File: src/rtl/col_reduce_pkg.sv
// col_reduce_pkg
// Shared types and constants for the column-reduction stage.
// - red_op_t    : reduction opcode (SUM, MIN, MAX, COUNT)
// - red_state_t : controller state (IDLE, RUN, DONE)
// - DEF_*       : default widths, matching the arithmetic stage
// - data_max / data_min : extreme values of a signed NUM+1 bit element,
//   used as the MIN/MAX accumulator seeds.
package col_reduce_pkg;

   typedef enum logic [1:0] {
      OP_SUM   = 2'd0,
      OP_MIN   = 2'd1,
      OP_MAX   = 2'd2,
      OP_COUNT = 2'd3
   } red_op_t;

   typedef enum logic [1:0] {
      ST_IDLE = 2'd0,
      ST_RUN  = 2'd1,
      ST_DONE = 2'd2
   } red_state_t;

   localparam int DEF_NUM   = 31;
   localparam int DEF_CNT_W = 16;
   localparam int DEF_ACC_W = DEF_NUM + 1 + DEF_CNT_W;

   // Largest positive value of a signed (num+1)-bit element, returned at
   // 64 bits so the caller can size it down to its accumulator width.
   function automatic logic signed [63:0] data_max(input int num);
      return (64'sd1 <<< num) - 64'sd1;
   endfunction

   // Most negative value of a signed (num+1)-bit element.
   function automatic logic signed [63:0] data_min(input int num);
      return -(64'sd1 <<< num);
   endfunction

endpackage

File: src/rtl/col_reduce_red_step.sv
// red_step
// Combinational accumulator update for one accepted element.
// Ports:
//   op   - reduction opcode
//   acc  - current accumulator (signed, ACC_W bits)
//   data - incoming element (signed, NUM+1 bits), sign-extended here
//   nxt  - accumulator value after folding in data
import col_reduce_pkg::*;

module red_step #(
   parameter int NUM   = DEF_NUM,
   parameter int ACC_W = DEF_ACC_W
) (
   input  red_op_t                   op,
   input  logic signed [ACC_W-1:0]   acc,
   input  logic signed [NUM:0]       data,
   output logic signed [ACC_W-1:0]   nxt
);

   logic signed [ACC_W-1:0] ext;
   logic signed [ACC_W-1:0] nz;

   assign ext = $signed({{(ACC_W-NUM-1){data[NUM]}}, data});
   assign nz  = $signed({{(ACC_W-1){1'b0}}, (data != '0)});

   // All arithmetic happens at the full accumulator width, so a column of
   // up to 2^CNT_W-1 elements can never overflow the SUM.
   always_comb begin
      nxt = acc + ext;
      case (op)
         OP_MIN:   nxt = (ext < acc) ? ext : acc;
         OP_MAX:   nxt = (ext > acc) ? ext : acc;
         OP_COUNT: nxt = acc + nz;
         default:  nxt = acc + ext;
      endcase
   end

endmodule

File: src/rtl/col_reduce.sv
// col_reduce
// Streaming column reduction: folds len signed elements from the arithmetic
// stage into one scalar (SUM, MIN, MAX or COUNT of non-zero) and offers it
// on a ready/valid result port.
// Ports:
//   clk, reset         - clock, synchronous active-high reset
//   start, op, len     - launch a reduction (sampled only when idle)
//   in_valid, in_data  - element stream from the arithmetic stage
//   in_ready           - element accepted when high together with in_valid
//   res_valid, res_data, res_empty, res_ready - result handshake
//   busy               - a reduction is running or its result is pending
import col_reduce_pkg::*;

module col_reduce #(
   parameter int NUM   = DEF_NUM,
   parameter int CNT_W = DEF_CNT_W,
   parameter int ACC_W = NUM + 1 + CNT_W
) (
   input  logic                     clk,
   input  logic                     reset,
   input  logic                     start,
   input  red_op_t                  op,
   input  logic [CNT_W-1:0]         len,
   input  logic                     in_valid,
   input  logic signed [NUM:0]      in_data,
   output logic                     in_ready,
   output logic                     res_valid,
   output logic signed [ACC_W-1:0]  res_data,
   output logic                     res_empty,
   input  logic                     res_ready,
   output logic                     busy
);

   localparam logic signed [ACC_W-1:0] MIN_SEED = ACC_W'(data_max(NUM));
   localparam logic signed [ACC_W-1:0] MAX_SEED = ACC_W'(data_min(NUM));

   red_state_t               state, state_nxt;
   red_op_t                  op_q;
   logic [CNT_W-1:0]         len_q;
   logic [CNT_W-1:0]         cnt;
   logic signed [ACC_W-1:0]  acc;
   logic signed [ACC_W-1:0]  acc_step;
   logic signed [ACC_W-1:0]  acc_seed;
   logic                     empty_q;
   logic                     accept;
   logic                     last_beat;

   red_step #(
      .NUM   (NUM),
      .ACC_W (ACC_W)
   ) u_step (
      .op   (op_q),
      .acc  (acc),
      .data (in_data),
      .nxt  (acc_step)
   );

   assign accept    = in_valid & (state == ST_RUN);
   assign last_beat = accept & (cnt == (len_q - CNT_W'(1)));

   // Seed for the accumulator at start. A zero-length run seeds 0 whatever
   // the opcode, so the DONE state can present acc directly as the result.
   always_comb begin
      acc_seed = '0;
      if (len != '0) begin
         case (op)
            OP_MIN:  acc_seed = MIN_SEED;
            OP_MAX:  acc_seed = MAX_SEED;
            default: acc_seed = '0;
         endcase
      end
   end

   // State register.
   always_ff @(posedge clk) begin
      if (reset) state <= ST_IDLE;
      else       state <= state_nxt;
   end

   // Next-state logic. start is only honoured in IDLE and res_ready only
   // in DONE, so stray pulses elsewhere have no effect.
   always_comb begin
      state_nxt = state;
      case (state)
         ST_IDLE: if (start) state_nxt = (len == '0) ? ST_DONE : ST_RUN;
         ST_RUN:  if (last_beat) state_nxt = ST_DONE;
         ST_DONE: if (res_ready) state_nxt = ST_IDLE;
         default: state_nxt = ST_IDLE;
      endcase
   end

   // Datapath: latch the job on start, then fold one element per accepted
   // beat. The last beat's update lands on the same edge that enters DONE,
   // so the final result is visible together with res_valid.
   always_ff @(posedge clk) begin
      if (reset) begin
         op_q    <= OP_SUM;
         len_q   <= '0;
         cnt     <= '0;
         acc     <= '0;
         empty_q <= 1'b0;
      end else begin
         case (state)
            ST_IDLE: begin
               if (start) begin
                  op_q    <= op;
                  len_q   <= len;
                  cnt     <= '0;
                  acc     <= acc_seed;
                  empty_q <= (len == '0);
               end
            end
            ST_RUN: begin
               if (accept) begin
                  acc <= acc_step;
                  cnt <= cnt + CNT_W'(1);
               end
            end
            default: ;
         endcase
      end
   end

   // Outputs are decoded from registered state only.
   always_comb begin
      in_ready  = (state == ST_RUN);
      res_valid = (state == ST_DONE);
      busy      = (state != ST_IDLE);
      res_data  = (state == ST_DONE) ? acc : '0;
      res_empty = (state == ST_DONE) & empty_q;
   end

endmodule
File: config.mk
export PLATFORM = sky130hd
export DESIGN_NAME = col_reduce
export DESIGN_NICKNAME = d
export VERILOG_FILES = /design/src/rtl/col_reduce_pkg.sv /design/src/rtl/col_reduce_red_step.sv /design/src/rtl/col_reduce.sv
export SDC_FILE = /design/constraint.sdc
export NUM_CORES = 1
export LEC_CHECK = 0
export ABC_AREA = 0
export ABC_CLOCK_PERIOD_IN_PS = 7200
export BUFFER_PORTS_ARGS = -buffer_cell sky130_fd_sc_hd__clkbuf_2
export CORE_MARGIN = 4
export CORE_UTILIZATION = 50
export DETAILED_ROUTE_END_ITERATION = 7
export PLACE_DENSITY = 0.7
export SKIP_LAST_GASP = 1
export SYNTH_ARGS = -nofsm -noshare
export SYNTH_HDL_FRONTEND = slang
export SYNTH_SLANG_ARGS = --single-unit
File: constraint.sdc
create_clock -name clk -period 7.2 [get_ports clk]
set_input_delay 1.44 -clock clk [delete_from_list [all_inputs] [get_ports clk]]
set_output_delay 1.44 -clock clk [all_outputs]
set_load 0.02 [all_outputs]
* Yosys cells after proc, flatten, opt, wreduce, memory -nomap -nowiden
Index checks and enable logic that the tools add are counted.
** Storage, ports and cells
- Word-level logic and storage cells :: 56
- Bits in registers :: 85
- Output and inout port bits :: 52
** Operators by class
- Reduce and logical (&&, ||, !) cells :: 10
- Mux-type cells :: 17
- Bitwise operators :: 3
- Order comparisons :: 2
- Eq/ne operators :: 14
- Add/sub/neg operators :: 4
** Operators with widths (count)
- 48-bit 2-to-1 mux :: 6
- 48-bit case mux with 2 select lines :: 2
- 48-bit case mux with 3 select lines :: 1
- 48-bit by 2-bit adder with 48-bit output :: 1
- 48-bit by 32-bit adder with 48-bit output :: 1
- 32-bit by 48-bit greater-than comparator with 1-bit output :: 1
- 32-bit by 48-bit less-than comparator with 1-bit output :: 1
- 16-bit 2-to-1 mux :: 2
- 16-bit case mux with 2 select lines :: 1
- 32-bit nonzero test :: 1
- 16-bit by 1-bit adder with 16-bit output (second input constant) :: 1
- 16-bit == test :: 1
- 16-bit logical NOT :: 1
- 16-bit nonzero test :: 1
- 16-bit by 1-bit subtractor with 16-bit output (second input constant) :: 1
- 2-bit == test (second input constant) :: 4
- 2-bit 2-to-1 mux :: 4
- 2-bit by 1-bit == test with 1-bit output (second input constant) :: 3
- 2-bit by 1-bit inequality test with 1-bit output (second input constant) :: 3
- 3-bit by 2-bit inequality test with 1-bit output (second input constant) :: 2
- 2-bit case mux with 3 select lines :: 1
- 3-bit AND reduction :: 2
- 5-bit AND reduction :: 1
- 2-bit nonzero test :: 2
- other kinds (4) :: 6

* Longest topological paths before layout
Gate-level depths: netlist of the first run.
- Depth after elaboration :: 5
- Gate-level depth with buffers :: 17
- Depth with buffers taken out :: 17

* By module
Synthesis of the first run repeated with hierarchy kept, for this count alone.
** Unflattened totals
- Cells, all modules :: 1230
- Area, all modules :: 8891.0 µm²
** Modules (own cells, without submodules)
- red_step :: seq. area each 0.0 µm², instances 1, area an instance 4844.6 µm², cells each 704
- col_reduce :: seq. area each 1701.6 µm², instances 1, area an instance 4046.4 µm², cells each 526

* Worst setup path after synthesis of the first run
OpenSTA, ideal clock, no wires.
- Kind :: input to register
- Start point :: input port in_data[23]
- End point :: register acc[40]
- Setup time :: 0.132 ns
- Data arrival time :: 4.336 ns
- Slack :: 2.732 ns
- Stages on the path :: 17
- Required time :: 7.068 ns
- Cells stage by stage :: nor4_1 -> nand4_1 -> o21ai_0 -> nand2_1 -> ha_1 -> inv_1 -> fa_1 -> nand2b_1 -> a21oi_1 -> o311ai_1 -> o21ai_0 -> o31ai_1 -> o211ai_1 -> a21o_1 -> xor2_1 -> a21oi_1 -> nor3_1
** Between the ends
- Longest elaborated chain between the ends :: 5
- Elaborated cells on any way between the ends :: 11
** RTL lines
- start: declaration :: line col_reduce.sv:25 : input logic signed [NUM:0] in_data,
- 32-bit nonzero test :: line col_reduce_red_step.sv:24 : assign nz = $signed({{(ACC_W-1){1'b0}}, (data != '0)});
- 48-bit by 2-bit adder with 48-bit output :: line col_reduce_red_step.sv:33 : OP_COUNT: nxt = acc + nz;
- 48-bit case mux with 3 select lines :: line col_reduce_red_step.sv:30 : case (op)
- 48-bit 2-to-1 mux :: line col_reduce.sv:114 : if (accept) begin
- 48-bit case mux with 2 select lines :: line col_reduce.sv:103 : case (state)
- end signal: assignment :: line col_reduce.sv:109 : acc <= acc_seed;
- end signal: assignment :: line col_reduce.sv:115 : acc <= acc_step;
- end: declaration :: line col_reduce.sv:41 : logic signed [ACC_W-1:0] acc;
Several ways; a longest one is shown, not always the timed one. The select of a mux whose other input is x is not followed.
A chain may end at the register's enable or synchronous reset.

* Worst setup path in the final report of the first run
- Start point :: input port in_data[31]
- End point :: register acc[40]
The elaborated chain is that of the path after synthesis.

==> results.ini, run 1 <==
[synthesis]
synth.top_cell.area_share_pct = 19.5
synth_area_leader_cell = dfxtp_1
ys_seq_elements = 85
synthArstFlopShare_pct = 0
synthTopCellsByArea = dfxtp_1, ha_1, a21oi_1, nor2_1, nand2_1
syn_inst = 1246
ys.flop_type = dfxtp_1
syn_area_per_cell_sq_um = 7.01
syn_nets = 1402
synthesis.area_sq_um = 8740
synth_edf_count = 0
synth_warnings = 0
synth.yosys.seq_area_share_pct = 19.5
synth_cell_type_count = 66

[sta]
finalMaxSlewViolations = 0
rsz0062_at_grt = false
fmax_ghz = 0.183
tightest_slew_ps = 814
setup_ws_ps = 1750
maxSlewHeadroom_pct = 45.7
setup_violations = 0
finalCriticalPeriod_ps = 5450
fin_crit_sh_pct = 75.7
hold_viol = 0
fin_worst_skew_ps = 10.8
finalSetupTns_ps = 0
holdWs_ps = 463

[cts]
holdBufCountCts = 0
clk_pin_slew_worst_paths_ps = 70
cts-root-buf = clkbuf_16
postCtsResizedCells = 0
cts_tree = yes
htreeDepth = 3
cts-buffers-inserted = 9
cts_setup_buffers = 0
clock_latency_ps = 360
cts_sinks = 85
clockBufferDepth = 2

[critical_path]
crit_slowest_cell = o31ai_1
crit_arrival_ps = 5660
crit_type = in -> reg
slowest_delay_ps = 660
startpoint_type = input pin
cp.required_ps = 7410
worstPathMaxFanout = 21
startpoint = in_data[31]
rr_startpoint = op_q[0]
path_cells = clkbuf_2 > nor4_1 > nand4_1 > o21ai_0 > nand2_1 > ha_1 > inv_1 > fa_1 > nand2b_1 > a21oi_1 > o311ai_1 > o21ai_0 > o31ai_1 > o211ai_1 > a21o_1 > xor2_1 > a21oi_1 > nor3_1
cp-end-kind = register

[min_path]
holdCritStartpoint = empty_q
min_path_type = reg -> reg

[grt]
grt_usage_pct = 25.6
grt_start_max_net_pins = 70
grt.overflow.total = 0
antenna_found_initial = 0
first_global_vias = 8698
grt_pass1_wl_um = 42200

[power_and_ir_drop]
sequentialPowerShare_pct = 26.9
p_clk_share_pct = 22.2
p_switching_mw = 0.972
p_per_area_nw_per_um2 = 227
power_mw = 2.19
p_int_mw = 1.21
combPwrFrac_pct = 50.9
peakVddDrop_mv = 0.122
cellLeakagePower_nw = 4.25
swShare_pct = 44.4

[die]
start_util_pct = 50.7
dieArea_sq_um = 19700
core_area_sq_um = 17200
rows = 48
io_pins = 107
die_w_um = 140
die_y_um = 140

[routing]
postRouteAntennaNets = 0
dr.first_iter.drc_count = 688
post_drt_wl_per_cell_um = 16.4
drc = 0
dr.pass1.iters = 5
vias_per_cell = 5.87
via_count = 9020
wirelength_um = 25100

[place]
placed_area_sq_um = 9350
hpwlAfterDp_um = 19300
dpl_worst_slack_ps = 1460
port_buffers = 106
dp_cells = 1520
gp_congestion = 0.931

[status]
outcome = completed

[final_layout]
fin_util_pct = 56.0
syn_to_final_growth_pct = 10.4
seqCellArea_sq_um = 1700
nets = 1462
finalInstanceArea_sq_um = 9650
antenna_cells = 0
layout-drive-gt1-share_pct = 12.5
multi_input_area_sq_um = 6490
final_cells = 1536
n_fill_cell = 1716

[flow_run]
maxCapViolCount = 0

==> cells in the final DEF, fill, tap and decap left out, types with 11 or more instances in the layout <==
cell type | netlist | routed
nor2_1 | 163 | 163
a21oi_1 | 152 | 152
nand2_1 | 124 | 124
clkbuf_2 | 0 | 106
ha_1 | 100 | 100
dfxtp_1 | 85 | 85
inv_1 | 75 | 75
o21ai_0 | 65 | 64
nor3_1 | 53 | 53
xor2_1 | 43 | 43
nor2b_1 | 40 | 40
nand4_1 | 37 | 37
xnor2_1 | 30 | 30
mux2_2 | 24 | 24
a21o_1 | 23 | 23
nor4_1 | 15 | 15
nand3_1 | 13 | 13
and3_1 | 12 | 12
a211oi_1 | 11 | 11
==> kinds of logic (layout without fill, tap and decap cells) <==
| kind of cell | after synthesis | after routing | share of synthesized area (%) |
|---|---|---|---|
| and+or+nand+nor | 493 | 493 | 26.6 |
| AOI/OAI and AO/OA | 324 | 324 | 22.2 |
| buffers and inverters | 142 | 207 | 6.36 |
| adders and majority gates | 101 | 101 | 14.5 |
| DFF | 85 | 85 | 19.5 |
| xor gates and xnor gates | 73 | 73 | 7.32 |
| muxes | 28 | 28 | 3.55 |
==> sequential cells by signal, indices dropped and copies added, names as in the netlist <==
name     flops
acc         48
cnt         16
len_q       16
op_q         2
state        2
empty_q      1
==> cell usage after synthesis, types with 4 or more instances <==
| master | count |
|---|---|
| xnor2_1 | 30 |
| nand2b_1 | 4 |
| a31oi_1 | 8 |
| mux2i_1 | 4 |
| mux2_2 | 24 |
| a211oi_1 | 11 |
| and4_1 | 4 |
| nand2_1 | 124 |
| and2_1 | 7 |
| and3_1 | 12 |
| o21a_1 | 6 |
| o21bai_1 | 8 |
| o31ai_1 | 4 |
| clkbuf_1 | 52 |
| a21oi_1 | 152 |
| nand3_1 | 13 |
| buf_1 | 6 |
| nor2b_1 | 40 |
| nor3_1 | 53 |
| nor4_1 | 15 |
| o211ai_1 | 7 |
| nand4_1 | 37 |
| o21ai_0 | 65 |
| nor2_1 | 163 |
| buf_2 | 6 |
| dfxtp_1 | 85 |
| ha_1 | 100 |
| or3_1 | 6 |
| inv_1 | 75 |
| a21o_1 | 23 |
| xor2_1 | 43 |
==> layout make-up <==
class	instances	area share [%]
Clock buffer	9	2.33
Clock inverter	7	0.752
Inverter	76	2.96
Multi-Input combinational cell	1019	67.2
Sequential cell	85	17.6
Tap cell	225	2.92
Timing Repair Buffer	115	6.20
==> final timing paths <==
kind                   to  slack [ps]  cells past startpoint
setup / recovery  acc[40]        1750                     18
hold / removal    empty_q         460                      2
setup reg to reg  acc[47]        2900                     15
hold reg to reg   empty_q         460                      2
==> critical path, delay by kind of cell <==
kind	cells	cell delay [ps]
AO/OA/AOI/OAI	8	2400
XOR/XNOR	1	140
adder cells (fa/ha/maj)	2	400
buffers and inverters	2	390
AND/OR/NAND/NOR	5	890
==> power groups by stage <==
| stage | Clock (mW) | Sequential, mW | Combinational, mW |
|---|---|---|---|
| 2_1_floorplan | 0 | 0.578 | 0.850 |
| 3_3_place_gp | 0 | 0.597 | 1.08 |
| 3_5_place_dp | 0 | 0.598 | 1.09 |
| 4_1_cts | 0.489 | 0.587 | 1.10 |
| 5_1_grt | 0.506 | 0.596 | 1.25 |
| 6_report | 0.486 | 0.588 | 1.11 |
==> metal layers <==
layer,vias up,share of wire [%],wire length (um),track usage (%)
li1,4536,-,-,-
met1,4166,47,11800,35.6
met2,282,44,11000,41.1
met3,36,7.3,1840,4.30
met4,0,1.8,444,7.14
met5,-,0,0,0
Power figures use the tool's default switching activity.
==> run 2: changes to the inputs <==
--- a/config.mk
+++ b/config.mk
@@ -5,13 +5,13 @@
 export SDC_FILE = /design/constraint.sdc
 export NUM_CORES = 1
 export LEC_CHECK = 0
-export ABC_AREA = 0
-export ABC_CLOCK_PERIOD_IN_PS = 7200
+export ABC_AREA = 1
+export ABC_CLOCK_PERIOD_IN_PS = 5000
 export BUFFER_PORTS_ARGS = -buffer_cell sky130_fd_sc_hd__clkbuf_2
 export CORE_MARGIN = 4
 export CORE_UTILIZATION = 50
 export DETAILED_ROUTE_END_ITERATION = 7
-export PLACE_DENSITY = 0.7
+export PLACE_DENSITY = 0.72
 export SKIP_LAST_GASP = 1
 export SYNTH_ARGS = -nofsm -noshare
 export SYNTH_HDL_FRONTEND = slang
==> constraint.sdc (replaced) <==
create_clock -name clk -period 5 [get_ports clk]
set_input_delay 1 -clock clk [delete_from_list [all_inputs] [get_ports clk]]
set_output_delay 1 -clock clk [all_outputs]
set_load 0.02 [all_outputs]
==> run 2 against run 1 <==
Against the previous run: first-iteration DRC count up 8.9%; combinational power grew 63%; sequential power up 41%; largest cell class unchanged; flip-flop and latch count did not move; final area is 18% higher; critical endpoint is now acc[32]; sequential share of layout area down 2.7 points; register-to-register slack worse by 1800 ps; clock skew grew 9.6 ps; die area rose by 18%; highest routed layer unchanged; global-route usage rose by 2.1 points; setup slack lost 1100 ps; critical path type unchanged.
==> results.ini, run 2 <==
[status]
outcome = completed

[critical_path]
path_common_cell = nand2_1
cp.required_ps = 5280  ; -2130 ps
cp-end-kind = register
crit_slowest_cell = nor4_1
worstPathMaxFanout = 5  ; -76%
path_cells = clkbuf_2 > nor4_1 > nand4_1 > o21ai_0 > nand2_1 > ha_1 > inv_1 > fa_1 > inv_1 > nand3_1 > nand3_1 > nand2_1 > nand3_1 > nand2_1 > nand3_1 > nand2_1 > nand3_1 > nand3_1 > nand2_1 > nand2_1 > nand2_1 > nor2_1 > nor2_1
startpoint_type = input pin
crit_type = in -> reg
slowest_delay_ps = 520  ; -140 ps
crit_arrival_ps = 4600  ; -1060 ps

[die]
start_util_pct = 51.1  ; +0.41 points
rows = 52  ; +8.3%
io_pins = 107  ; unchanged
core_area_sq_um = 20300  ; +18%
die_w_um = 152  ; +8.5%
die_y_um = 152  ; +8.5%
dieArea_sq_um = 23100  ; +18%

[power_and_ir_drop]
power_mw = 3.36  ; +54%
peakVddDrop_mv = 0.170  ; +40%
p_per_area_nw_per_um2 = 295  ; +30%
cellLeakagePower_nw = 6.40  ; +51%

[flow_run]
maxCapViolCount = 0  ; unchanged

[place]
placed_area_sq_um = 11100  ; +19%
hpwlAfterDp_um = 25800  ; +34%
port_buffers = 106  ; unchanged
gp_congestion = 0.956  ; +2.7%

[final_layout]
largest_register_ffs = 48  ; unchanged
reg_top3 = acc x48, cnt x16, len_q x16
final_common_cell = nand2_1
syn_to_final_growth_pct = 10.0
regMostFlops = acc
antenna_cells = 0  ; unchanged
nets = 2130  ; +46%
n_fill_cell = 2243  ; +31%
finalInstanceArea_sq_um = 11400  ; +18%
mostFrequentLayoutCells = nand2_1, inv_1, nor2_1
layout-drive-gt1-share_pct = 7.68  ; -4.8 points

[sta]
fmax_ghz = 0.231
finalMaxSlewViolations = 0  ; unchanged
hold_viol = 0  ; unchanged
setup_violations = 0  ; unchanged
finalCriticalPeriod_ps = 4320
rsz0062_at_grt = false
tightest_slew_ps = 950  ; +135 ps
finalSetupTns_ps = 0  ; unchanged
fin_worst_skew_ps = 20.3  ; +9.55 ps
fin_crit_sh_pct = 86.5
maxSlewHeadroom_pct = 36.6  ; -9.1 points

[routing]
via_count = 11600  ; +29%
vias_per_cell = 5.18  ; -12%
dr.first_iter.drc_count = 749  ; +8.9%
post_drt_wl_per_cell_um = 14.5  ; -11%
wirelength_um = 32600  ; +30%
drc = 0  ; unchanged
postRouteAntennaNets = 0  ; unchanged
dr.pass1.iters = 6  ; +1

[cts]
clk_pin_slew_worst_paths_ps = 90  ; +20 ps
clockBufferDepth = 2  ; unchanged
cts-root-buf = clkbuf_16
htreeDepth = 3  ; unchanged
clock_latency_ps = 370  ; about the same
cts_tree = yes
postCtsResizedCells = 0  ; unchanged
cts_setup_buffers = 0  ; unchanged
holdBufCountCts = 0  ; unchanged
cts-buffers-inserted = 9  ; unchanged
cts_sinks = 85  ; unchanged

[synthesis]
ys.flop_type = dfxtp_1
ys_seq_elements = 85  ; unchanged
synth.yosys.seq_area_share_pct = 16.4  ; -3.1 points
ys_top_cells_by_count = nand2_1, inv_1, nor2_1
synthesis.area_sq_um = 10400  ; +19%
synth.most_common_cell = nand2_1
syn_inst = 1896  ; +52%
syn_area_per_cell_sq_um = 5.47  ; -22%
synth_warnings = 0  ; unchanged
syn_nets = 2052  ; +46%
synth.top_cell.area_share_pct = 20.4  ; +0.97 points
synthTopCellsByArea = nand2_1, dfxtp_1, ha_1, inv_1, nor2_1
synth_edf_count = 0  ; unchanged
synth_area_leader_cell = nand2_1
synth_cell_type_count = 39  ; -41%
synthArstFlopShare_pct = 0  ; unchanged

[grt]
antenna_found_initial = 0  ; unchanged
grt.overflow.total = 0  ; unchanged
grt_pass1_wl_um = 54000  ; +28%
grt_start_max_net_pins = 63  ; -10%
grt_usage_pct = 27.8  ; +2.1 points
first_global_vias = 11100  ; +28%

[min_path]
min_path_type = reg -> reg

## run 2: changes by cell type in the layout (fill, tap and decap cells not counted), moves of 19 or more
cell,change
nor2_1,+131
mux2_2,-24
nor3_1,-35
nand3_1,+96
xor2_1,-21
a21o_1,-19
nand4_1,-19
nand2_1,+441
nor2b_1,-40
inv_1,+245
## run 2: area by class of cell
cell class              count  area (sq um)  area share [%]
inverters                 325          1220            10.7
multi-input cells        1434          7230            63.3
repair buffers            119           628            5.50
clock inverters             7          72.6           0.636
flip-flops and latches     85          1700            14.9
well taps                 270           338            2.96
clock buffers               9           225            1.97
## run 2: final timing paths
path	startpoint	endpoint	slack [ps]	cells past startpoint
worst min register to register	empty_q	empty_q	490	2
worst max register to register	op_q[1]	acc[32]	1120	23
worst max-delay path	in_data[31]	acc[32]	680	23
worst min-delay path	empty_q	empty_q	490	2
## run 2: routing by layer
metal	up-vias	part of all wire, %	GRT usage, %
li1	6070	-	-
met1	5213	46	36.3
met2	304	45	46.2
met3	57	6.0	4.72
met4	0	3.1	9.93
met5	-	0	0
## run 2: worst max-delay path: cells and delay by family
family	cells	cell delay, ps
adders and majority gates	2	410
buffers and inverters	3	260
and+or+nand+nor	17	2590
AOI/OAI and AO/OA	1	330
## run 2: power by group
part | switching, mW | leakage (nW) | internal [mW]
clock | 0.367 | 0.143 | 0.354
combinational | 1.20 | 5.55 | 0.615
sequential | 0.0689 | 0.700 | 0.761
total | 1.63 | 6.40 | 1.73
## run 2: through the flow
| step | utilization, % | hold slack, ps | instances | worst slack (ps) |
|---|---|---|---|---|
| finish | 56.2 | 486 | 2249 | 676 |
| global route | 56.2 | 504 | 2249 | 298 |
| CTS | 56.2 | 480 | 2249 | 734 |
| detailed placement | 54.8 | 470 | 2233 | 330 |
| global placement | 54.8 | 470 | 2233 | 452 |
| floorplan | - | 434 | 1896 | 1730 |
## run 2: cells by family (layout without fill, tap and decap cells)
group                    Yosys count  after routing  synth area share (%)
AND/OR/NAND/NOR                 1048           1048                  41.3
buffers and inverters            377            460                  13.9
AO/OA/AOI/OAI                    237            237                  12.0
adder cells (fa/ha/maj)          101            101                  12.3
flip-flops                        85             85                  16.4
XOR/XNOR                          48             48                  4.05
==> run 3: changes to the inputs <==
--- a/config.mk
+++ b/config.mk
@@ -6,12 +6,12 @@
 export NUM_CORES = 1
 export LEC_CHECK = 0
 export ABC_AREA = 1
-export ABC_CLOCK_PERIOD_IN_PS = 5000
+export ABC_CLOCK_PERIOD_IN_PS = 5510
 export BUFFER_PORTS_ARGS = -buffer_cell sky130_fd_sc_hd__clkbuf_2
 export CORE_MARGIN = 4
 export CORE_UTILIZATION = 50
 export DETAILED_ROUTE_END_ITERATION = 7
-export PLACE_DENSITY = 0.72
+export PLACE_DENSITY = 0.69
 export SKIP_LAST_GASP = 1
 export SYNTH_ARGS = -nofsm -noshare
 export SYNTH_HDL_FRONTEND = slang
==> constraint.sdc (replaced) <==
create_clock -name clk -period 5.51 [get_ports clk]
set_input_delay 1.102 -clock clk [delete_from_list [all_inputs] [get_ports clk]]
set_output_delay 1.102 -clock clk [all_outputs]
set_load 0.02 [all_outputs]
==> run 3 against run 2 <==
Against the previous run: utilization is 0.062 points lower; sequential share of layout area hardly changed; sequential power is 8.8% lower; wire length is 3.2% higher; via count is 0.29% higher; clock skew is 12 ps lower; die area stayed put; first-iteration DRC count is 6.5% higher; combinational power is 8% lower; clock-buffer cell count stayed put; final area is 0.11% lower; clock power is 9.4% lower.
==> results.ini, run 3 (same netlist as run 2, synthesis figures left out) <==
[min_path]
min_path_type = reg -> reg
holdCritStartpoint = empty_q
hold_depth = 2  ; unchanged
holdPathEnd = empty_q

[place]
hpwlAfterDp_um = 26400  ; +2.1%
port_buffers = 106  ; unchanged
gp_congestion = 1.00  ; +4.6%
placed_area_sq_um = 11100  ; -0.13%

[cts]
cts_setup_buffers = 0  ; unchanged
cts-root-buf = clkbuf_16
htreeDepth = 3  ; unchanged
holdBufCountCts = 0  ; unchanged
clockBufferDepth = 2  ; unchanged
postCtsResizedCells = 0  ; unchanged
cts_sinks = 85  ; unchanged
clk_pin_slew_worst_paths_ps = 80  ; about the same
clock_latency_ps = 360  ; about the same
cts_tree = yes
cts-buffers-inserted = 9  ; unchanged

[critical_path]
slowest_delay_ps = 690  ; +170 ps
ff2ff_setup_slack_ps = 1620  ; +500 ps
crit_slowest_cell = nor4_1
cp.required_ps = 5810  ; +530 ps
ff2ff_path_depth = 22  ; -4.3%
rr_startpoint = op_q[1]
cp-end-kind = register
path_cells = clkbuf_2 > nor4_1 > nand4_1 > o21ai_0 > nand2_1 > ha_1 > inv_1 > fa_1 > inv_1 > nand3_1 > nand3_1 > nand2_1 > nand3_1 > nand2_1 > nand3_1 > nand2_1 > nand2_1 > nand2_1 > nand3_1 > nand2_1 > nand2_1 > nand2_1 > nor2_1 > nor2_1
r2r-end = acc[40]
crit_type = in -> reg
crit_buf_inv = 3  ; unchanged
path_common_cell = nand2_1
worstPathMaxFanout = 20  ; +15
crit_arrival_ps = 4970  ; +370 ps
startpoint_type = input pin
critical_path.top_delay_family = simple AND/OR/NAND/NOR gates

[flow_run]
maxCapViolCount = 0  ; unchanged

[die]
core_area_sq_um = 20300  ; unchanged
dieArea_sq_um = 23100  ; unchanged
io_pins = 107  ; unchanged
start_util_pct = 51.1  ; unchanged
die_w_um = 152  ; unchanged
rows = 52  ; unchanged
die_y_um = 152  ; unchanged

[sta]
tightest_slew_ps = 798  ; -152 ps
rsz0062_at_grt = false
fin_crit_sh_pct = 84.8
finalMaxSlewViolations = 0  ; unchanged
hold_viol = 0  ; unchanged
setup_violations = 0  ; unchanged
fin_worst_skew_ps = 8.55  ; -11.8 ps
finalCriticalPeriod_ps = 4670
maxSlewHeadroom_pct = 46.8  ; +10 points
fmax_ghz = 0.214
finalSetupTns_ps = 0  ; unchanged

[final_layout]
seqCellArea_sq_um = 1700  ; unchanged
layout-drive-gt1-share_pct = 7.54  ; -0.14 points
final_common_cell = nand2_1
fin_util_pct = 56.2  ; -0.062 points
reg_top3 = acc x48, cnt x16, len_q x16
n_fill_cell = 2245  ; +0.089%
mostFrequentLayoutCells = nand2_1, inv_1, nor2_1
largest_register_ffs = 48  ; unchanged
nets = 2128  ; -0.094%
multi_input_area_sq_um = 7230  ; unchanged
regMostFlops = acc
finalInstanceArea_sq_um = 11400  ; -0.11%
syn_to_final_growth_pct = 9.90
antenna_cells = 0  ; unchanged

[routing]
vias_per_cell = 5.20  ; +0.38%
dr.first_iter.drc_count = 798  ; +6.5%
drc = 0  ; unchanged
via_count = 11700  ; +0.29%
wirelength_um = 33700  ; +3.2%
postRouteAntennaNets = 0  ; unchanged
dr.pass1.iters = 8  ; +2
post_drt_wl_per_cell_um = 15.0  ; +3.3%

[power_and_ir_drop]
p_int_mw = 1.57  ; -9.3%
p_per_area_nw_per_um2 = 269  ; -8.7%
peakVddDrop_mv = 0.185  ; +8.6%
combPwrFrac_pct = 54.1  ; +0.2 points
swShare_pct = 48.8  ; +0.27 points
power_mw = 3.07  ; -8.8%
p_switching_mw = 1.50  ; -8.3%
sequentialPowerShare_pct = 24.7  ; about the same
cellLeakagePower_nw = 6.39  ; -0.16%
p_clk_share_pct = 21.3  ; about the same

[grt]
antenna_found_initial = 0  ; unchanged
grt_start_max_net_pins = 63  ; unchanged
first_global_vias = 11000  ; -1.2%
grt_usage_pct = 28.6  ; +0.86 points
grt.overflow.total = 0  ; unchanged
grt_pass1_wl_um = 55300  ; +2.4%

[status]
outcome = completed

## run 3: per-stage QoR
stage	std cells	hold slack (ps)	setup slack (ps)
floorplan	1896	434	2140
global placement	2231	456	755
detailed placement	2231	460	601
CTS	2247	471	954
global route	2247	496	575
finish	2247	468	836
## run 3: cell type report
cell class                 instances  share of cell area [%]
multi-input combinational       1434                    63.4
tap                              270                    2.96
timing repair buffer             117                    5.38
inverter                         325                    10.7
sequential                        85                    14.9
clock inverter                     7                   0.658
clock buffer                       9                    1.98
## run 3: per-layer routing
metal / vias to the layer above / global-route usage (%) / part of all wire, %
li1: 6070 / - / -
met1: 5268 / 38.8 / 47
met2: 300 / 47.9 / 45
met3: 40 / 3.30 / 5.5
met4: 0 / 8.52 / 2.6
met5: - / 0 / 0
## run 3: how the worst max path moves through the flow
| stage | startpoint | to | cells past startpoint |
|---|---|---|---|
| after floorplan | in_data[31] | acc[46] | 14 |
| after global placement | in_data[31] | acc[40] | 23 |
| after detailed placement | in_data[31] | acc[40] | 24 |
| after CTS | in_data[31] | acc[40] | 24 |
| after global routing | in_data[31] | acc[32] | 24 |
| final | in_data[31] | acc[40] | 24 |
## run 3: worst min-delay path: cells and delay by family (launching register included)
family,cells,cell delay [ps]
DFF,1,300
AOI/OAI and AO/OA,1,60
buffers and inverters,1,60
## run 3: power by group through the flow
| stage | combinational (mW) | sequential (mW) | clock, mW |
|---|---|---|---|
| 6_report | 1.66 | 0.757 | 0.653 |
| 5_1_grt | 1.89 | 0.766 | 0.689 |
| 4_1_cts | 1.65 | 0.756 | 0.665 |
| 3_5_place_dp | 1.64 | 0.770 | 0 |
| 3_3_place_gp | 1.63 | 0.769 | 0 |
| 2_1_floorplan | 1.23 | 0.748 | 0 |
